## src/rtl/sp_floyd_engine_pkg.sv

```systemverilog
// sp_pkg: shared FSM states and address/INF helpers for the Floyd-Warshall engine.
package sp_pkg;
    typedef enum logic [3:0] {IDLE, INIT_P, RD_IK, WAIT_IK, RD_KJ, RD_IJ, CMP, WR, DONE} state_t;

    function automatic logic [31:0] addr_of(input logic [15:0] i, input logic [15:0] j, input int log_n);
        return (32'(i) << log_n) | 32'(j);
    endfunction

    function automatic logic [31:0] inf_of(input int w);
        return (32'd1 << w) - 32'd1;
    endfunction
endpackage

```

## src/rtl/sp_floyd_engine_relax.sv

```systemverilog
// sp_relax_unit: combinational path-sum and relaxation decision for one (i,k,j) triple.
module sp_relax_unit
    import sp_pkg::*;
#(
    parameter int D_WIDTH = 8
) (
    input  logic [D_WIDTH-1:0] d_ik,
    input  logic [D_WIDTH-1:0] d_kj,
    input  logic [D_WIDTH-1:0] d_ij,
    output logic               relax,
    output logic [D_WIDTH-1:0] sum
);
    localparam logic [D_WIDTH-1:0] INF = D_WIDTH'(inf_of(D_WIDTH));
    logic [D_WIDTH:0] s;

    assign s     = {1'b0, d_ik} + {1'b0, d_kj};
    assign sum   = s[D_WIDTH-1:0];
    // strict less-than keeps the earliest intermediate node on ties
    assign relax = (d_kj != INF) && (s < {1'b0, INF}) && (s < {1'b0, d_ij});
endmodule

```

## src/rtl/sp_floyd_engine.sv

```systemverilog
// sp_floyd_engine: in-place all-pairs shortest-path engine over SRAM M (distances)
// and SRAM P (intermediate nodes), one M access per cycle.
module sp_floyd_engine
    import sp_pkg::*;
#(
    parameter int LOG_N   = 3,
    parameter int D_WIDTH = 8,
    parameter int A_WIDTH = 13
) (
    input  logic               Clk,
    input  logic               Rst_n,
    input  logic               Go,
    input  logic               Mode,
    input  logic [D_WIDTH-1:0] M_In,
    output logic [D_WIDTH-1:0] M_Out,
    output logic [A_WIDTH-1:0] M_Addr,
    output logic               M_En,
    output logic               M_We,
    output logic [D_WIDTH-1:0] P_Out,
    output logic [A_WIDTH-1:0] P_Addr,
    output logic               P_En,
    output logic               P_We,
    output logic               Busy,
    output logic               Done,
    output logic [15:0]        Upd_Cnt
);
    localparam logic [D_WIDTH-1:0] INF = D_WIDTH'(inf_of(D_WIDTH));

    state_t state, state_n, adv_i_s, adv_j_s;
    logic [LOG_N-1:0] k, i, j;
    logic [D_WIDTH-1:0] d_ik, d_kj, sum_r, sum;
    logic mode_r, relax, go_acc, last_i, last_j, last_k, skip, step_j, step_i;

    assign go_acc = Go && (state == IDLE || state == DONE);
    assign last_i = &i;
    assign last_j = &j;
    assign last_k = &k;
    assign skip   = (state == WAIT_IK) && (M_In == INF);
    assign step_j = (state == CMP && !relax) || state == WR;
    assign step_i = skip || (step_j && last_j);

    sp_relax_unit #(.D_WIDTH(D_WIDTH)) u_relax (
        .d_ik (d_ik),
        .d_kj (d_kj),
        .d_ij (M_In),
        .relax(relax),
        .sum  (sum)
    );

    always_comb begin
        adv_i_s = (last_i && last_k) ? DONE : RD_IK;
        adv_j_s = last_j ? adv_i_s : RD_KJ;
        state_n = state;
        case (state)
            IDLE, DONE: state_n = go_acc ? (Mode ? RD_IK : INIT_P) : state;
            INIT_P:     state_n = (last_i && last_j) ? RD_IK : INIT_P;
            RD_IK:      state_n = WAIT_IK;
            WAIT_IK:    state_n = skip ? adv_i_s : RD_KJ;
            RD_KJ:      state_n = RD_IJ;
            RD_IJ:      state_n = CMP;
            CMP:        state_n = relax ? WR : adv_j_s;
            WR:         state_n = adv_j_s;
            default:    state_n = IDLE;
        endcase
    end

    always_ff @(posedge Clk or negedge Rst_n) begin
        if (!Rst_n) begin
            state   <= IDLE;
            k       <= '0;
            i       <= '0;
            j       <= '0;
            d_ik    <= '0;
            d_kj    <= '0;
            sum_r   <= '0;
            mode_r  <= 1'b0;
            Upd_Cnt <= '0;
        end else begin
            state <= state_n;
            if (go_acc) begin
                k       <= '0;
                i       <= '0;
                j       <= '0;
                mode_r  <= Mode;
                Upd_Cnt <= '0;
            end
            // INIT_P reuses {i,j} as a flat address counter; it wraps back to 0
            if (state == INIT_P) {i, j} <= {i, j} + (2*LOG_N)'(1);
            if (state == WAIT_IK) d_ik <= M_In;
            if (state == RD_IJ) d_kj <= M_In;
            if (state == CMP) sum_r <= sum;
            if (state == CMP && relax && Upd_Cnt != 16'hFFFF) Upd_Cnt <= Upd_Cnt + 16'd1;
            if (step_j) j <= j + LOG_N'(1);
            if (step_i) begin
                i <= i + LOG_N'(1);
                if (last_i) k <= k + LOG_N'(1);
            end
        end
    end

    assign M_En   = state inside {RD_IK, RD_KJ, RD_IJ, WR};
    assign M_We   = state == WR;
    assign M_Out  = sum_r;
    assign M_Addr = A_WIDTH'(state == RD_IK ? addr_of(16'(i), 16'(k), LOG_N) :
                             state == RD_KJ ? addr_of(16'(k), 16'(j), LOG_N) :
                                              addr_of(16'(i), 16'(j), LOG_N));
    assign P_En   = state == INIT_P || (state == WR && !mode_r);
    assign P_We   = P_En;
    assign P_Addr = A_WIDTH'(addr_of(16'(i), 16'(j), LOG_N));
    assign P_Out  = state == INIT_P ? INF : D_WIDTH'(k);
    assign Busy   = state != IDLE && state != DONE;
    assign Done   = state == DONE;
endmodule

```

## config.mk

```make
export PLATFORM = sky130hd
export DESIGN_NAME = sp_floyd_engine
export DESIGN_NICKNAME = d
export VERILOG_FILES = /design/src/rtl/sp_floyd_engine_pkg.sv /design/src/rtl/sp_floyd_engine_relax.sv /design/src/rtl/sp_floyd_engine.sv
export SDC_FILE = /design/constraint.sdc
export NUM_CORES = 1
export LEC_CHECK = 0
export ABC_AREA = 1
export ABC_CLOCK_PERIOD_IN_PS = 2500
export CAP_MARGIN = 10
export CORE_ASPECT_RATIO = 1.1
export CORE_MARGIN = 4
export CORE_UTILIZATION = 47
export DETAILED_ROUTE_END_ITERATION = 10
export GPL_TIMING_DRIVEN = 1
export PLACE_DENSITY = 0.77
export SYNTH_ARGS = -nofsm -noshare
export SYNTH_HDL_FRONTEND = slang
export SYNTH_SLANG_ARGS = --single-unit
```

## constraint.sdc

```tcl
create_clock -name Clk -period 2.5 [get_ports Clk]
set_input_delay 0.5 -clock Clk [delete_from_list [all_inputs] [get_ports Clk]]
set_output_delay 0.5 -clock Clk [all_outputs]
set_load 0.03 [all_outputs]
```

**Yosys cells after proc, flatten, opt, wreduce, memory -nomap -nowiden**

Cells that the tools add are included.

- Register bits: 54
- Latch bits: 0
- RAM bits: 0
- ROM bits: 0
- Input port bits: 12
- Word-level logic and storage cells: 82
- Memories: 0

- $add $sub $neg: 6
- Multipliers: 0
- Divide/modulo/power cells: 0
- Magnitude comparators: 2
- Eq/ne operators: 13
- Shift operators: 0
- Muxes and demuxes: 21
- Bitwise operators: 3
- Reductions and logical operators: 28

Operators by type and width:

| kind | count |
|---|---|
| 2-to-1 mux 16 bit | 2 |
| one-hot mux 4 bit (8 select lines) | 1 |
| 2-to-1 mux 3 bit | 8 |
| 2-to-1 mux 4 bit | 5 |
| OR 6 x 3 -> 6 bit | 3 |
| adder 16 x 1 -> 16 bit (second input constant) | 1 |
| == test 4 x 3 -> 1 bit (second input constant) | 4 |
| != test 16 bit (second input constant) | 1 |
| 2-to-1 mux 13 bit | 1 |
| logical AND 1 bit | 12 |
| adder 3 x 1 -> 3 bit (second input constant) | 3 |
| adder 8 x 8 -> 9 bit | 1 |
| less-than comparator 9 x 8 -> 1 bit | 1 |
| less-than comparator 9 x 8 -> 1 bit (second input constant) | 1 |
| AND reduction 3 bit | 3 |
| == test 4 x 2 -> 1 bit (second input constant) | 2 |
| == test 8 bit (second input constant) | 1 |
| 2-to-1 mux 8 bit | 1 |
| != test 8 bit (second input constant) | 1 |
| nonzero test 4 bit | 2 |
| adder 6 x 1 -> 6 bit (second input constant) | 1 |
| 2-to-1 mux 6 bit | 1 |
| nonzero test 3 bit | 2 |
| == test 4 x 1 -> 1 bit (second input constant) | 1 |
| other kinds (9) | 14 |

**Depth between registers and ports, before layout**

Gate-level depths: netlist of the first run.

- Depth after elaboration: 10
- Mapped depth: 22

**Cells and area by module**

Synthesis of the first run repeated with hierarchy kept, for this count alone.

- Cell total of the unflattened synthesis: 496
- Area, all modules: 3,729.8 um^2

By module, submodules not included:

| module | instances | cells an instance | area an instance (um^2) | seq. area each (um^2) |
|---|---|---|---|---|
| sp_floyd_engine | 1 | 378 | 3,037.9 | 1,351.3 |
| sp_relax_unit | 1 | 118 | 691.9 | 0.0 |

**Worst setup path after synthesis of the first run**

Ideal clock, no wire load.

- Path type: register to register
- Start: register d_kj[0]
- End: register Upd_Cnt[11]
- Library setup time: 0.066 ns
- Arrival: 2.630 ns
- Path slack: -0.197 ns
- Cell stages (with the launch flop): 22
- Path buffers: 1
- Clock period less this slack: 2.697 ns
- Path through: dfrtp_1 ha_1 inv_1 fa_1 inv_1 nand2_1 nand2_1 nand3_2 nand2_2 nand2_1 nand2_1 inv_1 ha_1 nand2_1 inv_1 nand2_1 nand2_1 a21oi_4 nand4_2 buf_6 or2_1 nand2_1

- Cells in the longest elaborated chain, start to end: 7
- Elaborated cells between the ends (all ways): 10
- Those cells by class: 1 x add/sub; 2 x order compare; 1 x eq/ne; 1 x mux; 5 x reduce/logical

RTL lines:

| item | line | text |
|---|---|---|
| from (decl) | sp_floyd_engine.sv:31 | `logic [D_WIDTH-1:0] d_ik, d_kj, sum_r, sum;` |
| from (signal assigned) | sp_floyd_engine.sv:90 | `if (state == RD_IJ) d_kj <= M_In;` |
| adder 8 x 8 -> 9 bit (*) | sp_floyd_engine_relax.sv:16 | `assign s = {1'b0, d_ik} + {1'b0, d_kj};` |
| named net sum[6] | sp_floyd_engine.sv:31 |  |
| less-than comparator 9 x 8 -> 1 bit | sp_floyd_engine_relax.sv:19 | `assign relax = (d_kj != INF) && (s < {1'b0, INF}) && (s < {1'b0, d_ij});` |
| logical AND 1 bit | sp_floyd_engine_relax.sv:19 |  |
| logical AND 1 bit (*) | sp_floyd_engine_relax.sv:19 |  |
| logical AND 1 bit (*) (2 in a row) | sp_floyd_engine.sv:92 | `if (state == CMP && relax && Upd_Cnt != 16'hFFFF) Upd_Cnt <= Upd_Cnt + 16'd1;` |
| 2-to-1 mux 16 bit / nonzero test 2 bit (equally long branches) | n/a |  |
| to (signal assigned) | sp_floyd_engine.sv:92 |  |
| to (decl) | sp_floyd_engine.sv:25 | `output logic [15:0] Upd_Cnt` |

The timed path passes the listed nets; every way through them passes the cells marked *.
A chain may end at the register's enable or synchronous reset.

**Worst setup path in the final report of the first run**

- Start: register d_kj[0]
- End: register k[0]

- Cells in the longest elaborated chain, start to end: 10
- Elaborated cells between the ends (all ways): 12
- Those cells by class: 1 x add/sub; 2 x order compare; 1 x eq/ne; 1 x mux; 7 x reduce/logical

RTL lines:

| item | line | text |
|---|---|---|
| adder 8 x 8 -> 9 bit (*) | sp_floyd_engine_relax.sv:16 |  |
| named net sum[4] | sp_floyd_engine.sv:31 |  |
| less-than comparator 9 x 8 -> 1 bit | sp_floyd_engine_relax.sv:19 |  |
| logical AND 1 bit | sp_floyd_engine_relax.sv:19 |  |
| logical AND 1 bit (*) | sp_floyd_engine_relax.sv:19 |  |
| logical NOT 1 bit (*) | sp_floyd_engine.sv:39 | `assign step_j = (state == CMP && !relax) \|\| state == WR;` |
| logical AND 1 bit (*) | sp_floyd_engine.sv:39 |  |
| logical OR 1 bit (*) | sp_floyd_engine.sv:39 |  |
| logical AND 1 bit (*) | sp_floyd_engine.sv:40 | `assign step_i = skip \|\| (step_j && last_j);` |
| logical OR 1 bit (*) | sp_floyd_engine.sv:40 |  |
| 2-to-1 mux 3 bit (*) | sp_floyd_engine.sv:94 | `if (step_i) begin` |
| to (signal assigned) | sp_floyd_engine.sv:96 | `if (last_i) k <= k + LOG_N'(1);` |
| to (decl) | sp_floyd_engine.sv:30 | `logic [LOG_N-1:0] k, i, j;` |

Marked as above.

==> results.txt, run 1 <==
Tcrit/Tclk final -> 113%
Status -> finished with violations
Levels on crit path -> 22
Seq pwr share -> 19.9%
Inserted Clock Buffers -> 5
CP top delay family -> simple AND/OR/NAND/NOR gates
Synth-to-layout area growth -> 34.5%
Syn. warnings -> 0
CP max FO -> 5
Synth Flop Type -> dfrtp_1
Clock group share of total power -> 7.8%
Gr ovfl total -> 0
Final hold viol count -> 0
Clock skew -> 10.8 ps
P_sw -> 3420 µW
1st-iter DRT viols -> 235
Worst-Margin Slew -> 689 ps
Final worst path period need -> 2830 ps
WL/cell -> 13.7 µm
Die width -> 92.7 µm
Maximum clock frequency -> 353 MHz
# rows -> 33
Design area -> 4980 µm²
Global-route wire length before repair -> 16.0 mm
Slowest stage delay, CP -> 370 ps
Largest cells by area after synthesis -> dfrtp_1 (36%), nand2_1 (13%), ha_1 (7.4%)
# IOs -> 76
Crit Path Category -> flop to flop
Vias in the first global route -> 3533
Port bufs -> 61
Failing checks -> setup timing
Layout cells sized above 1 -> 18.7%
Initial core utilization -> 49.1%
Startpoint types -> flop
Switching share of total power -> 48.0%
Worst-Skew Late Latency -> 310 ps
Hold buffers post-CTS -> 0
Pins Over Slew Limit -> 0
# H-tree levels -> 2
FFs w/ async S/R, synth -> 100%
Required time of the critical path -> 2700 ps
Share of the synthesized area in the top cell type -> 36.4%
Die height -> 101 µm
GR Util All Layers -> 21.0%
Register area share after synthesis -> 36.4%
CP dominant cell by count -> nand2_4
Final WS setup -> -332 ps
Final Setup Violations -> 29
Synth Area per Inst -> 7.36 µm²
Drt drc -> 0
Cell taking the most area after synthesis -> dfrtp_1
Hold Crit Class -> input pin to async pin
Logic pwr share -> 72.3%
Leakage -> 0.00259 µW
HPWL Detailed -> 7.29 mm
Distinct cells, synth -> 38
Critical path cell sequence -> ha_2 > inv_2 > fa_2 > inv_2 > nand2_2 > nand2_4 > nand3_4 > nand2_4 > ha_4 > nand2_2 > inv_1 > nand2_1 > nand3_2 > nand2_2 > nand2_2 > a21oi_4 > buf_6 > nand2_4 > nand2_4 > nand2_4 > nand2_1 > o21ai_1
Setup WS pre-CTS -> -382 ps
Worst R2R Path Depth -> 22
Min Hold Slack -> 218 ps
Cell Pwr Density -> 1430 nW/µm²
Final WL -> 9.81 mm
Post-synth EDFFs -> 0
Max-cap violation count -> 0
Clock Pin Slew Worst Setup and Hold Paths -> 100 ps
Vias per cell -> 5.20
Cells after Synth -> 504
Crit path buffers/inverters -> 4
Critical Path AT -> 3040 ps
Ant diodes -> 0
CTS tree -> done
Synth Register Bits -> 54
Max-Slew Margin vs Limit -> 54.1%
Clock Tree Buf Depth -> 2
Pin count of the biggest net entering global routing -> 29
Drt first pass iters -> 5
Synth Cell Area -> 3710 µm²
Root Driver -> clkbuf_8
Remaining antenna violation count after routing -> 0
Die ar. -> 9370 µm²
Core area -> 7560 µm²
Initial antenna violation count -> 0
Worst path slowest cell -> dfrtp_1
Clk sinks -> 54
CP endpoint kind -> flop
Dpl cell area -> 4680 µm²
RSZ-0062 raised after global routing -> true
Final #Nets -> 645
Via count -> 3722
Cell Int Power -> 3710 µW
Routability Congestion -> 0.877
Maximum vdd drop -> 500 µV
cell usage in the layout (no fill, tap or decap), types with 11 or more instances in the layout:
master,n
nand4_1,17
clkdlybuf4s50_1,42
nand3_1,38
nand2_1,119
ha_1,18
o21ai_0,36
inv_1,63
conb_1,14
nor2_1,28
nand2_2,14
dfrtp_1,54
xor2_1,11
dlygate4sd2_1,16
buf_4,50
cells by family after synthesis:
logic type	synth area share, %
AOI/OAI and AO/OA	8.57
other	0.101
xor gates and xnor gates	3.54
adders and majority gates	7.96
buffers and inverters	12.0
and+or+nand+nor	31.1
DFF	36.4
muxes	0.304
power groups by stage:
stage               Sequential [µW]  Combinational [µW]  Clock [µW]
CTS                            1410                4870         571
global route                   1460                5660         603
detailed placement             1430                4450           0
floorplan                      1640                2570           0
finish                         1420                5150         557
global placement               1420                4330           0
Yosys cell counts, drive strengths merged, types with 11 or more instances:
cell type,instances
a21oi,12
buf,23
dfrtp,54
ha,22
inv,66
nand2,138
nand3,46
nand4,19
nor2,30
o21ai,42
xor2,11
worst paths after layout:
check | start | end | slack, ps
setup / recovery | d_kj[0] | k[0] | -330
hold reg to reg | M_Out[1] | M_Out[1] | 490
hold / removal | Rst_n | d_ik[2] | 220
max in group asynchronous | Rst_n | Upd_Cnt[0] | 1700
setup reg to reg | d_kj[0] | k[0] | -330
min in group Clk | M_Out[1] | M_Out[1] | 490
flip-flops by register name, indices dropped and copies added (netlist names):
| signal | cells |
|---|---|
| d_ik | 8 |
| M_Out | 8 |
| d_kj | 8 |
| Upd_Cnt | 16 |
| k | 3 |
| i | 3 |
| j | 3 |
| mode_r | 1 |
| state | 4 |
routing by layer:
| metal | part of all wire [%] | GRT usage [%] | up-vias |
|---|---|---|---|
| li1 | - | - | 1828 |
| met1 | 43 | 27.6 | 1750 |
| met2 | 50 | 35.8 | 124 |
| met3 | 4.4 | 2.23 | 20 |
| met4 | 2.3 | 8.12 | 0 |
| met5 | 0 | 0 | - |
area by class of cell:
type,instances,area [µm²]
clock buffer,7,96.3
clock inverter,1,8.76
fill,650,2570
inverter,66,248
multi-input combinational,368,2140
sequential,54,1350
tap,105,131
timing repair buffer,115,1010
metrics by stage:
| stage | setup TNS (ps) | instances | total power (µW) | utilization [%] |
|---|---|---|---|---|
| after floorplan | -897 | 517 | 4210 | - |
| after global routing | -13830 | 716 | 7720 | 66.0 |
| after CTS | -5950 | 716 | 6850 | 65.1 |
| after detailed placement | -8790 | 699 | 5880 | 62.0 |
| final | -8210 | 716 | 7130 | 66.0 |
| after global placement | -5880 | 699 | 5750 | 62.0 |
what timing repair did:
action	4_1_cts	5_1_grt
gates cloned	1	0
gates resized for setup	41	21
pin swaps	8	15
buffers inserted	8	0
setup endpoints to repair	46	31
endpoints found under the hold margin	0	0
Power figures use the tool's default switching activity.
==> inputs of run 2 (changes only) <==
--- a/config.mk
+++ b/config.mk
@@ -11,9 +11,11 @@
 export CORE_ASPECT_RATIO = 1.1
 export CORE_MARGIN = 4
 export CORE_UTILIZATION = 47
+export CTS_CLUSTER_DIAMETER = 150
 export DETAILED_ROUTE_END_ITERATION = 10
 export GPL_TIMING_DRIVEN = 1
 export PLACE_DENSITY = 0.77
 export SYNTH_ARGS = -nofsm -noshare
 export SYNTH_HDL_FRONTEND = slang
+export SYNTH_HIERARCHICAL = 1
 export SYNTH_SLANG_ARGS = --single-unit
==> results.txt, run 2 <==
Hold buffers post-CTS -> 0
Max-cap violation count -> 0
Final WL -> 9.57 mm
Post-synth EDFFs -> 0
Final hold viol count -> 0
Drt first pass iters -> 5
Vias in the first global route -> 3721
Via count -> 3590
Clock skew -> 6.62 ps
WL/cell -> 13.7 µm
Required time of the critical path -> 2760 ps
Inserted Clock Buffers -> 5
Global-route wire length before repair -> 16.2 mm
Port bufs -> 61
Distinct cells, synth -> 33
Die ar. -> 9430 µm²
Layout cells sized above 1 -> 24.3%
Clk sinks -> 54
Cell Pwr Density -> 1310 nW/µm²
Most common cell after layout, fill and taps aside -> nand2_1
Startpoint types -> flop
Max reg flops -> 16
Remaining antenna violation count after routing -> 0
Share of the synthesized area in the top cell type -> 36.2%
Maximum clock frequency -> 333 MHz
Most frequent cells after synthesis -> nand2_1 (134), inv_1 (57), dfrtp_1 (54), nand3_1 (54), nor2_1 (34)
Pin count of the biggest net entering global routing -> 24
Worst-Margin Slew -> 575 ps
Maximum vdd drop -> 685 µV
Vias per cell -> 5.12
Core area -> 7600 µm²
Most common cell in the netlist -> nand2_1
Max-Slew Margin vs Limit -> 61.5%
Initial antenna violation count -> 0
# IOs -> 76
Gr ovfl total -> 0
Synth Register Bits -> 54
Clock Tree Buf Depth -> 2
GR Util All Layers -> 20.8%
Initial core utilization -> 49.1%
Biggest register -> Upd_Cnt
Die width -> 92.9 µm
Final WS setup -> -504 ps
Final worst path period need -> 3000 ps
Worst-Skew Late Latency -> 310 ps
Cells after Synth -> 496
Worst R2R Start -> d_ik[0]
Fin util -> 65.7%
Register area share after synthesis -> 36.2%
Synth Flop Type -> dfrtp_1
Pins Over Slew Limit -> 0
Worst Setup SP -> d_ik[0]
Crit Path Category -> flop to flop
Syn. warnings -> 6
Leakage -> 0.00248 µW
HPWL Detailed -> 6.94 mm
Fillers -> 681
Final Setup Violations -> 33
Failing checks -> setup timing
Final #Nets -> 630
Root Driver -> clkbuf_8
Commonest non-fill, non-tap cells in the layout -> nand2_1 (123), inv_1 (56), dfrtp_1 (54), clkdlybuf4s50_1 (42), buf_4 (39)
# H-tree levels -> 2
Synth Area per Inst -> 7.52 µm²
Synth-to-layout area growth -> 33.7%
Largest cells by area after synthesis -> dfrtp_1 (36%), nand2_1 (13%), ha_1 (7.4%)
Critical Path AT -> 3260 ps
CTS tree -> done
# rows -> 33
Die height -> 101 µm
Clock Pin Slew Worst Setup and Hold Paths -> 110 ps
Tcrit/Tclk final -> 120%
1st-iter DRT viols -> 146
Synth Cell Area -> 3730 µm²
FFs w/ async S/R, synth -> 100%
Setup_tns -> -13440 ps
Status -> finished with violations
RSZ-0062 raised after global routing -> true
CP max FO -> 8
Routability Congestion -> 0.897
Drt drc -> 0
Hold Crit Class -> input pin to async pin
Cell taking the most area after synthesis -> dfrtp_1
Ant diodes -> 0
CP endpoint kind -> flop
[run 2: through the flow]
stage / total power [µW] / cells / worst slack [ps] / instance area, µm² / hold slack (ps)
4_1_cts: 6220 / 698 / -501 / 4880 / 166
2_1_floorplan: 4010 / 509 / -227 / 3860 / 204
3_3_place_gp: 5300 / 684 / -435 / 4680 / 479
3_5_place_dp: 5440 / 684 / -553 / 4680 / 480
5_1_grt: 7110 / 701 / -719 / 4990 / 163
6_report: 6540 / 701 / -504 / 4990 / 149
[run 2: final cells by class]
cell class                      instances  area [µm²]  share of cell area, %
Inverter                               61         234                   4.69
Sequential cell                        54        1350                   27.1
Clock buffer                            5        68.8                   1.38
Tap cell                              105         131                   2.63
Clock inverter                          3        25.0                  0.502
Multi-Input combinational cell        371        2280                   45.7
Timing Repair Buffer                  102         900                   18.0
[run 2: where the power goes]
part           leakage [µW]  switching (µW)  internal [µW]
combinational       0.00174            2580           2030
clock             0.0000447             335            204
sequential         0.000693             237           1150
[run 2: path summary, 6_finish.rpt]
| path | slack [ps] | depth (start not counted) | to |
|---|---|---|---|
| max reg2reg | -500 | 23 | state[3] |
| max in group asynchronous | 1660 | 2 | i[0] |
| min reg2reg | 500 | 2 | d_ik[4] |
| min | 150 | 1 | M_Out[1] |
| min in group Clk | 500 | 2 | d_ik[4] |
| max | -500 | 23 | state[3] |
[run 2: critical path: stages, from the launching register on]
cell and delay (ps):
dfrtp_1 410, ha_2 200, fa_2 350, nand2_2 110, nand2_4 60, nand2_2 70, nand2_2 50, and2_4 150
ha_4 270, nand2_2 60, nor2_2 100, nand2_1 70, nand3_2 80, nand2_2 50, nand2_2 60, nand2_2 60
nand2_2 70, nor2_4 50, nand2_4 80, nand4_1 140, nand2_4 160, buf_4 120, nand4_1 100, nand2_1 70
[run 2: cells by family (layout without fill, tap and decap cells)]
logic type / count (synthesis) / count (layout) / synth area share, %
other cells: 1 / 14 / 0.101
mux: 9 / 9 / 2.72
buf+inv: 87 / 171 / 11.2
flops: 54 / 54 / 36.2
xor+xnor: 8 / 8 / 1.88
simple gates: 265 / 265 / 32.5
fa+ha+maj: 23 / 23 / 7.92
compound gates: 49 / 52 / 7.38
[run 2: layer usage]
metal	GRT usage, %	up-vias	wire [µm]
li1	-	1763	-
met4	5.52	0	155
met5	0	-	0
met1	25.7	1722	4090
met2	37.8	88	4940
met3	3.34	17	388
[run 2: repair_timing]
action | CTS | global route
resized for setup | 35 | 25
gates cloned | 3 | 0
endpoints found under the setup margin | 44 | 43
setup buffers | 3 | 3
hold endpoints to repair | 0 | 0
pin swaps | 15 | 15
